===== src/rtl/dsp_path_switch_if.sv =====
// Stream bundle for dsp_path_switch: NUM_PATHS valid/ready sources in, one
// valid/ready sink out.
interface dsp_path_switch_if #(
  parameter int unsigned DATA_WIDTH = 16,
  parameter int unsigned NUM_PATHS  = 4
);
  logic [NUM_PATHS-1:0][DATA_WIDTH-1:0] src_data_in;
  logic [NUM_PATHS-1:0]                 src_valid_in;
  logic [NUM_PATHS-1:0]                 src_ready_out;
  logic [DATA_WIDTH-1:0]                dst_data_out;
  logic                                 dst_valid_out;
  logic                                 dst_ready_in;

  modport slave (
    input  src_data_in, src_valid_in, dst_ready_in,
    output src_ready_out, dst_data_out, dst_valid_out
  );

  modport master (
    output src_data_in, src_valid_in, dst_ready_in,
    input  src_ready_out, dst_data_out, dst_valid_out
  );
endinterface


===== src/rtl/dsp_path_switch.sv =====
// N-way stream selector with hitless switching: stops accepting, drains the
// output FIFO, then moves to the newly requested path.
module dsp_path_switch #(
  parameter int unsigned DATA_WIDTH = 16,
  parameter int unsigned NUM_PATHS  = 4,
  parameter int unsigned FIFO_DEPTH = 4
) (
  input  logic                  clk,
  input  logic                  arst_n,
  input  logic [1:0]            addr,
  input  logic                  write_en,
  input  logic [DATA_WIDTH-1:0] wdata,
  output logic [DATA_WIDTH-1:0] rdata,
  dsp_path_switch_if.slave      strm,
  output logic                  switching_out
);

  localparam int unsigned SEL_W = $clog2(NUM_PATHS);
  localparam int unsigned AW    = $clog2(FIFO_DEPTH);
  localparam int unsigned LW    = AW + 1;
  localparam logic [DATA_WIDTH-2:0] SEL_LIMIT = (DATA_WIDTH-1)'(NUM_PATHS);

  typedef enum logic [1:0] {
    ST_DISABLED = 2'd0,
    ST_RUN      = 2'd1,
    ST_DRAIN    = 2'd2
  } state_e;

  state_e                state_q, state_d;
  logic [SEL_W-1:0]      active_sel_q, active_sel_d;
  logic                  pend_en_q, pend_en_d;
  logic [SEL_W-1:0]      pend_sel_q, pend_sel_d;
  logic                  switching_q;
  logic [DATA_WIDTH-1:0] count_q;
  logic [DATA_WIDTH-1:0] mem_q [FIFO_DEPTH];
  logic [AW-1:0]         wr_ptr_q, rd_ptr_q;
  logic [LW-1:0]         level_q;

  logic                  ctrl_wr_c;
  logic                  wr_en_c;
  logic [SEL_W-1:0]      wr_sel_c;
  logic                  full_c, empty_c, push_c, pop_c;
  logic [NUM_PATHS-1:0]  ready_c;
  logic [15:0]           status_c;

  // Out-of-range selects are rejected as a whole, including the enable bit.
  assign wr_en_c   = wdata[0];
  assign wr_sel_c  = wdata[SEL_W:1];
  assign ctrl_wr_c = write_en && (addr == 2'd0) && (wdata[DATA_WIDTH-1:1] < SEL_LIMIT);

  assign full_c  = (level_q == LW'(FIFO_DEPTH));
  assign empty_c = (level_q == '0);

  always_comb begin
    ready_c = '0;
    if (state_q == ST_RUN && !full_c) ready_c[active_sel_q] = 1'b1;
  end

  assign push_c = |(strm.src_valid_in & ready_c);
  assign pop_c  = !empty_c && strm.dst_ready_in;

  // Next-state: pending CTRL always tracks the latest accepted write.
  always_comb begin
    state_d      = state_q;
    active_sel_d = active_sel_q;
    pend_en_d    = pend_en_q;
    pend_sel_d   = pend_sel_q;
    if (ctrl_wr_c) begin
      pend_en_d  = wr_en_c;
      pend_sel_d = wr_sel_c;
    end
    case (state_q)
      ST_DISABLED: begin
        if (ctrl_wr_c && wr_en_c) begin
          active_sel_d = wr_sel_c;
          state_d      = ST_RUN;
        end
      end
      ST_RUN: begin
        if (ctrl_wr_c && (!wr_en_c || wr_sel_c != active_sel_q)) state_d = ST_DRAIN;
      end
      ST_DRAIN: begin
        if (empty_c) begin
          active_sel_d = pend_sel_d;
          state_d      = pend_en_d ? ST_RUN : ST_DISABLED;
        end
      end
      default: state_d = ST_DISABLED;
    endcase
  end

  always_ff @(posedge clk or negedge arst_n) begin
    if (!arst_n) begin
      state_q      <= ST_DISABLED;
      active_sel_q <= '0;
      pend_en_q    <= 1'b0;
      pend_sel_q   <= '0;
      switching_q  <= 1'b0;
    end else begin
      state_q      <= state_d;
      active_sel_q <= active_sel_d;
      pend_en_q    <= pend_en_d;
      pend_sel_q   <= pend_sel_d;
      switching_q  <= (state_d == ST_DRAIN);
    end
  end

  // In-order output FIFO; ready is taken from full only, so no push-through-pop.
  always_ff @(posedge clk or negedge arst_n) begin
    if (!arst_n) begin
      for (int unsigned i = 0; i < FIFO_DEPTH; i++) mem_q[i] <= '0;
      wr_ptr_q <= '0;
      rd_ptr_q <= '0;
      level_q  <= '0;
    end else begin
      if (push_c) begin
        mem_q[wr_ptr_q] <= strm.src_data_in[active_sel_q];
        wr_ptr_q        <= wr_ptr_q + AW'(1);
      end
      if (pop_c) rd_ptr_q <= rd_ptr_q + AW'(1);
      level_q <= level_q + LW'(push_c) - LW'(pop_c);
    end
  end

  // Output handshake counter; a register write clears it and beats a same-cycle increment.
  always_ff @(posedge clk or negedge arst_n) begin
    if (!arst_n) begin
      count_q <= '0;
    end else if (write_en && addr == 2'd2) begin
      count_q <= '0;
    end else if (pop_c) begin
      count_q <= count_q + DATA_WIDTH'(1);
    end
  end

  assign status_c = {8'(level_q), 4'(active_sel_q), 2'b00, state_q};

  always_comb begin
    rdata = '0;
    case (addr)
      2'd0:    rdata = DATA_WIDTH'({pend_sel_q, pend_en_q});
      2'd1:    rdata = DATA_WIDTH'(status_c);
      2'd2:    rdata = count_q;
      default: rdata = '0;
    endcase
  end

  assign strm.src_ready_out = ready_c;
  assign strm.dst_data_out  = mem_q[rd_ptr_q];
  assign strm.dst_valid_out = !empty_c;
  assign switching_out      = switching_q;

endmodule

===== src/flat_wrapper.sv =====
// flat-port wrapper written by rule: the top's interface ports become plain ports
module dsp_path_switch_flat 
#(
  parameter int unsigned DATA_WIDTH = 16,
  parameter int unsigned NUM_PATHS  = 4,
  parameter int unsigned FIFO_DEPTH = 4
)
  (clk, arst_n, addr, write_en, wdata, rdata, switching_out, strm_src_data_in, strm_src_valid_in, strm_dst_ready_in, strm_src_ready_out, strm_dst_data_out, strm_dst_valid_out);
  dsp_path_switch_if #(.DATA_WIDTH(DATA_WIDTH), .NUM_PATHS(NUM_PATHS)) strm_i ();
  input  logic clk;
  input  logic arst_n;
  input  logic [1:0] addr;
  input  logic write_en;
  input  logic [DATA_WIDTH-1:0] wdata;
  output logic [DATA_WIDTH-1:0] rdata;
  output logic switching_out;
  input wire logic [$bits(strm_i.src_data_in)-1:0] strm_src_data_in;
  input wire logic [$bits(strm_i.src_valid_in)-1:0] strm_src_valid_in;
  input wire logic [$bits(strm_i.dst_ready_in)-1:0] strm_dst_ready_in;
  output wire logic [$bits(strm_i.src_ready_out)-1:0] strm_src_ready_out;
  output wire logic [$bits(strm_i.dst_data_out)-1:0] strm_dst_data_out;
  output wire logic [$bits(strm_i.dst_valid_out)-1:0] strm_dst_valid_out;
  assign strm_i.src_data_in = strm_src_data_in;
  assign strm_i.src_valid_in = strm_src_valid_in;
  assign strm_i.dst_ready_in = strm_dst_ready_in;
  assign strm_src_ready_out = strm_i.src_ready_out;
  assign strm_dst_data_out = strm_i.dst_data_out;
  assign strm_dst_valid_out = strm_i.dst_valid_out;
  dsp_path_switch #(.DATA_WIDTH(DATA_WIDTH), .NUM_PATHS(NUM_PATHS), .FIFO_DEPTH(FIFO_DEPTH)) u_core (.clk(clk), .arst_n(arst_n), .addr(addr), .write_en(write_en), .wdata(wdata), .rdata(rdata), .strm(strm_i), .switching_out(switching_out));
endmodule

===== config.mk =====
export PLATFORM = sky130hd
export DESIGN_NAME = dsp_path_switch_flat
export DESIGN_NICKNAME = d
export VERILOG_FILES = /design/src/rtl/dsp_path_switch_if.sv /design/src/rtl/dsp_path_switch.sv /design/src/flat_wrapper.sv
export SDC_FILE = /design/constraint.sdc
export NUM_CORES = 1
export LEC_CHECK = 0
export BUFFER_PORTS_ARGS = -buffer_cell sky130_fd_sc_hd__buf_2
export CORE_ASPECT_RATIO = 1.2
export CORE_MARGIN = 5
export CORE_UTILIZATION = 45
export CTS_BUF_LIST = sky130_fd_sc_hd__clkbuf_4 sky130_fd_sc_hd__clkbuf_8
export CTS_CLUSTER_DIAMETER = 40
export DETAILED_ROUTE_END_ITERATION = 10
export PLACE_DENSITY = 0.74
export SLEW_MARGIN = 10
export SYNTH_ARGS = -nofsm -noshare
export SYNTH_HDL_FRONTEND = slang
export SYNTH_SLANG_ARGS = --single-unit

===== constraint.sdc =====
create_clock -name clk -period 3.4 [get_ports clk]
set_clock_uncertainty 0.1 [all_clocks]
set_input_delay 0.68 -clock clk [delete_from_list [all_inputs] [get_ports clk]]
set_output_delay 0.68 -clock clk [all_outputs]
set_load 0.005 [all_outputs]

==> results.cfg, run 1 <==
[setup_path]
worstPathCellList = mux4_2, buf_2
r2r_start = u_core.level_q[1]$_DFF_PN0_
cp_data_arrival_time_ns = 1.85
critPathTopFamily = flip-flops
worstPathRequired_ns = 2.62
max_stage_delay_ns = 0.91
r2r-end = u_core.level_q[2]$_DFF_PN0_
crit_buf_inv = 1
r2r_setup_slack_ns = 1.03
endpoint_kind = primary output
path_class = flop to primary output
ff2ff_path_depth = 8
crit_fanout = 17
cp.depth = 2
cp-start-kind = flop
cp_slowest_cell = dfrtp_1

[route]
first_pass_iters = 4
wire_per_inst_um = 18.2
via_count = 3555
first_iter_violations = 93
detail_route.drc_violations = 0
ant_nets = 0
via_per_inst = 5.48
routed_wl_mm = 11.8

[flow_run]
drv_cap = 0

[die]
core_mm2 = 0.0115
die_w_um = 109
dieArea_mm2 = 0.0139
initial_core_util_pct = 45.6
rows = 43
die_y_um = 128
io_pins = 128

[yosys]
synth_edf_count = 0
synth-seq-area-share_pct = 45.2
synth.area.top_cells = dfrtp_1, mux4_2, mux2_4, mux2_2, ha_1
yosys_most_used_dff = dfrtp_1
synth_top_area_share_pct = 45.2
synthCells = 361
ys_async_sr_fraction_pct = 100
yosys_warnings = 0
synth_seq_cells = 95
syn_area_per_cell_um2 = 14.6
synth_top_cell_by_area = dfrtp_1
ys_types = 47
syn-num-nets = 459
netlist_area_mm2 = 0.00526

[sta]
worst_slew_pin_slew_ns = 0.982
setup_violations = 0
slew_violations = 0
fmax_mhz = 380
fin_crit_ns = 2.63
fin_setup_tns_ns = 0
slew-limit-headroom_pct = 34.5
hold_violations = 0
grt_setup_unrepaired = false
setup_ws_ns = 0.767
fin_crit_sh_pct = 77.4

[placed_design]
place.port_buffers = 127
place_congestion = 0.781
place_hpwl_mm = 8.45
dpl_worst_slack_ns = 0.862
post_dp_cell_area_mm2 = 0.00598
dp_cells = 632

[power_and_ir_drop]
power.leakage_nw = 3.16
p_per_area_mw_per_mm2 = 504
vdd_drop_max_mv = 0.478

[global_routing]
grt_max_degree = 79
track_usage_pct = 17.6
antenna_found_initial = 5
grt_pass1_vias = 3815
grt_pass1_wl_mm = 19.2
grt.overflow.total = 0

[clocking]
clock_latency_ns = 0.35
max-clock-path-buffers = 2
post-cts-setup-buffers = 0
cts_tree = built
cts_resized = 0
cts_buffers = 9
htreeDepth = 3
clk_pin_slew_ns = 0.09
cts_root_buf = clkbuf_8
holdBufCountCts = 0
cts.sinks = 95

[cells_and_area]
fin_util_pct = 54.1
mostFrequentLayoutCells = buf_2, dfrtp_1, mux2_4
nets = 584
design_area_mm2 = 0.00623
layout_commonest_cell = buf_2
layout-drive-gt1-share_pct = 53.2
syn2layout_area_growth_pct = 18.5
instances_no_fill = 649

[status]
status = complete, no violations

[min_path]
hold_class = primary input to async pin
where the power goes:
part,leakage (nW),internal (W),switching [W]
Clock,0.119,0.000476,0.000383
Combinational,1.74,0.000466,0.000477
Sequential,1.30,0.00120,0.000138
Total,3.16,0.00214,0.000998
Yosys cell counts, types with 3 or more instances:
library cell	count
a21oi_1	5
a22o_1	5
and2_1	10
and4_1	3
buf_12	4
buf_2	7
clkbuf_1	6
dfrtp_1	95
ha_1	7
inv_1	8
mux2_2	27
mux2_4	40
mux2i_1	4
mux4_2	32
nand2_1	11
nand2_8	4
nand3_1	4
nand4_1	6
nor2_1	16
nor2b_1	3
nor4_1	4
o21ai_0	6
o31ai_1	3
or3_1	3
or4_1	3
xnor2_1	7
xor2_1	10
cell families (layout without fill, tap and decap cells):
group	Yosys count	in the layout	synth area share, %
flops	95	95	45.2
fa+ha+maj	8	8	2.05
other cells	0	1	0
simple gates	78	78	9.76
compound gates	30	30	4.17
mux	104	104	32.2
xor+xnor	17	17	2.83
buf+inv	29	159	3.76
worst max-delay path by stage:
stage | start | endpoint | slack [ns]
final | u_core.rd_ptr_q[1]$_DFFE_PN0P_ | strm_dst_data_out[1] | 0.77
after detailed placement | addr[1] | rdata[5] | 0.86
after CTS | u_core.rd_ptr_q[1]$_DFFE_PN0P_ | strm_dst_data_out[1] | 0.72
after floorplan | strm_src_valid_in[3] | u_core.level_q[2]$_DFF_PN0_ | 0.87
after global routing | u_core.rd_ptr_q[1]$_DFFE_PN0P_ | strm_dst_data_out[13] | 0.65
after global placement | strm_src_valid_in[3] | u_core.level_q[2]$_DFF_PN0_ | 0.91
per-stage QoR:
stage	hold slack (ns)	total power [W]
6_report	0.369	0.00314
5_1_grt	0.426	0.00333
4_1_cts	0.399	0.00319
3_5_place_dp	0.384	0.00232
3_3_place_gp	0.378	0.00228
2_1_floorplan	0.284	0.00203
state kept, by name, summed over array words and instances, names as in the netlist:
name and flops:
u_core.state_q 2, u_core.wr_ptr_q 2, u_core.level_q 3, u_core.pend_sel_q 2, u_core.count_q 16, u_core.switching_out 1
u_core.active_sel_q 2, u_core.mem_q 64, u_core.pend_en_q 1, u_core.rd_ptr_q 2
area by class of cell:
type                       count  area (um2)
fill                        1003        5290
multi-input combinational    237        2680
sequential                    95        2380
timing repair buffer         135         698
tap                          157         196
clock buffer                  12         165
clock inverter                 4        76.3
inverter                       8        30.0
antenna                        1        2.50
per-layer routing:
metal  wire [um]  part of all wire, %  track usage [%]
met5          34                 0.29                0
met3         895                  7.6             6.32
met2        5810                   49             29.5
met4          78                 0.66             3.42
met1        5000                   42             22.2
Note: power is estimated with default switching activity, not from simulation.
==> run 2, diff against run 1 <==
--- a/config.mk
+++ b/config.mk
@@ -12,7 +12,7 @@
 export CTS_BUF_LIST = sky130_fd_sc_hd__clkbuf_4 sky130_fd_sc_hd__clkbuf_8
 export CTS_CLUSTER_DIAMETER = 40
 export DETAILED_ROUTE_END_ITERATION = 10
-export PLACE_DENSITY = 0.74
+export PLACE_DENSITY = 0.77
 export SLEW_MARGIN = 10
 export SYNTH_ARGS = -nofsm -noshare
 export SYNTH_HDL_FRONTEND = slang
==> constraint.sdc (replaced) <==
create_clock -name clk -period 2.2 [get_ports clk]
set_clock_uncertainty 0.1 [all_clocks]
set_input_delay 0.44 -clock clk [delete_from_list [all_inputs] [get_ports clk]]
set_output_delay 0.44 -clock clk [all_outputs]
set_load 0.005 [all_outputs]
==> results.cfg, run 2 (synthesis results as in run 1) <==
[status]
status = complete, no violations

[clocking]
cts.sinks = 95
clk_pin_slew_ns = 0.09
cts_buffers = 9
max-clock-path-buffers = 2
clock_latency_ns = 0.36
post-cts-setup-buffers = 0
cts_tree = built
cts_root_buf = clkbuf_8
htreeDepth = 3

[setup_path]
worstPathRequired_ns = 1.66
cp-start-kind = flop
cp_data_arrival_time_ns = 1.65
max_stage_delay_ns = 0.54
crit_fanout = 11
r2r_setup_slack_ns = 0.10
endpoint_kind = primary output
ff2ff_path_depth = 7
critPathTopFamily = multiplexers
r2r-end = u_core.level_q[2]$_DFF_PN0_
path_class = flop to primary output
crit_buf_inv = 2
cp_slowest_cell = mux4_2
r2r_start = u_core.level_q[1]$_DFF_PN0_
worstPathCellList = buf_8, mux4_2, buf_2

[placed_design]
place_congestion = 0.832
place.port_buffers = 127
dpl_worst_slack_ns = 0.00944
place_hpwl_mm = 8.91

[global_routing]
grt_util_met1_pct = 23.0
grt_pass1_wl_mm = 19.5
grt_pass1_vias = 3900
grt_max_degree = 40
grt.overflow.total = 0
grt_most_used_layer = met2
antenna_found_initial = 3
grtUsageMet2_pct = 30.1
track_usage_pct = 18.1
use_met3_pct = 4.92

[cells_and_area]
regArea_mm2 = 0.00238
nets = 593
layout_commonest_cell = buf_2
syn2layout_area_growth_pct = 20.2
top_regs = u_core.mem_q x64, u_core.count_q x16, u_core.level_q x3
insertedDiodeCount = 0
fin_util_pct = 54.8
mostFrequentLayoutCells = buf_2, dfrtp_1, mux2_4
layout-drive-gt1-share_pct = 55.0
top_register = u_core.mem_q
largest_reg_flops = 64
multiInputGateArea_mm2 = 0.00271
nFillCells = 977

[sta]
setup_ws_ns = 0.0123
fin_crit_sh_pct = 99.4
slew_violations = 0
hold_violations = 0
fmax_mhz = 457
fin_setup_tns_ns = 0
grt_setup_unrepaired = true
setup_violations = 0
slew-limit-headroom_pct = 67.8
fin_crit_ns = 2.19
worst_slew_pin_slew_ns = 0.482

[route]
routed_wl_mm = 12.1
via_per_inst = 5.47
wire_per_inst_um = 18.4
ant_nets = 0
via_count = 3593
first_iter_violations = 128
first_pass_iters = 4
detail_route.drc_violations = 0

[min_path]
min_path_cells = 2
hold_class = primary input to flop
min_to = u_core.pend_sel_q[0]$_DFF_PN0_
holdCritStartpoint = wdata[1]

[die]
io_pins = 128
dieArea_mm2 = 0.0139
core_mm2 = 0.0115
die_y_um = 128
rows = 43
initial_core_util_pct = 45.6
die_w_um = 109

[power_and_ir_drop]
power.leakage_nw = 3.19
vdd_drop_max_mv = 0.601
fin_total_pwr_w = 0.00484
p_per_area_mw_per_mm2 = 766

[flow_run]
drv_cap = 0
-- run 2: changes by cell type in the layout (fill, tap and decap cells not counted), sizes merged --
cell | previous run | this run
buf | 135 | 143
clkbuf | 12 | 10
clkinv | 1 | 3
bufinv | 2 | 1
clkinvlp | 1 | 2
diode | 1 | 0
dlygate4sd3 | 0 | 1
-- run 2: cell type report --
cell class,count,share of cell area (%)
flip-flops and latches,95,37.7
repair buffers,144,12.6
clock inverters,6,1.13
well taps,157,3.11
multi-input cells,237,42.9
clock buffers,10,2.08
inverters,8,0.476
-- run 2: what timing repair did --
action                                  4_1_cts  5_1_grt
pin swaps                                     0        0
hold buffers                                  1        0
endpoints found under the setup margin       10       20
gates resized for setup                       1        7
hold endpoints to repair                     35        0
-- run 2: per-stage QoR --
step / instance area (um2) / std cells / hold slack, ns
after floorplan: 5270 / 361 / 0.0444
after global placement: 6080 / 640 / 0.334
after detailed placement: 6080 / 640 / 0.337
after CTS: 6290 / 657 / 0.230
after global routing: 6310 / 657 / 0.236
final: 6310 / 657 / 0.257
-- run 2: where the power goes --
| part | switching (W) | internal, W |
|---|---|---|
| Sequential | 0.000175 | 0.00186 |
| Clock | 0.000632 | 0.000544 |
| Combinational | 0.000828 | 0.000800 |
-- run 2: routing by layer --
metal / part of all wire (%) / vias to the layer above
met3: 8.3 / 30
met5: 0.31 / -
met2: 48 / 147
li1: - / 1626
met4: 2.5 / 6
met1: 41 / 1784
-- run 2: worst max path at each step --
stage,start,cells past startpoint,slack [ns],endpoint
2_1_floorplan,u_core.active_sel_q[0]$_DFFE_PN0P_,8,-0.04,u_core.level_q[2]$_DFF_PN0_
3_3_place_gp,strm_src_valid_in[3],6,0.04,u_core.mem_q[53]$_DFFE_PN0P_
3_5_place_dp,strm_src_valid_in[3],6,0.009,u_core.mem_q[48]$_DFFE_PN0P_
4_1_cts,u_core.rd_ptr_q[0]$_DFFE_PN0P_,3,-0.02,strm_dst_data_out[0]
5_1_grt,u_core.rd_ptr_q[0]$_DFFE_PN0P_,3,-0.07,strm_dst_data_out[13]
6_report,u_core.rd_ptr_q[0]$_DFFE_PN0P_,3,0.01,strm_dst_data_out[13]
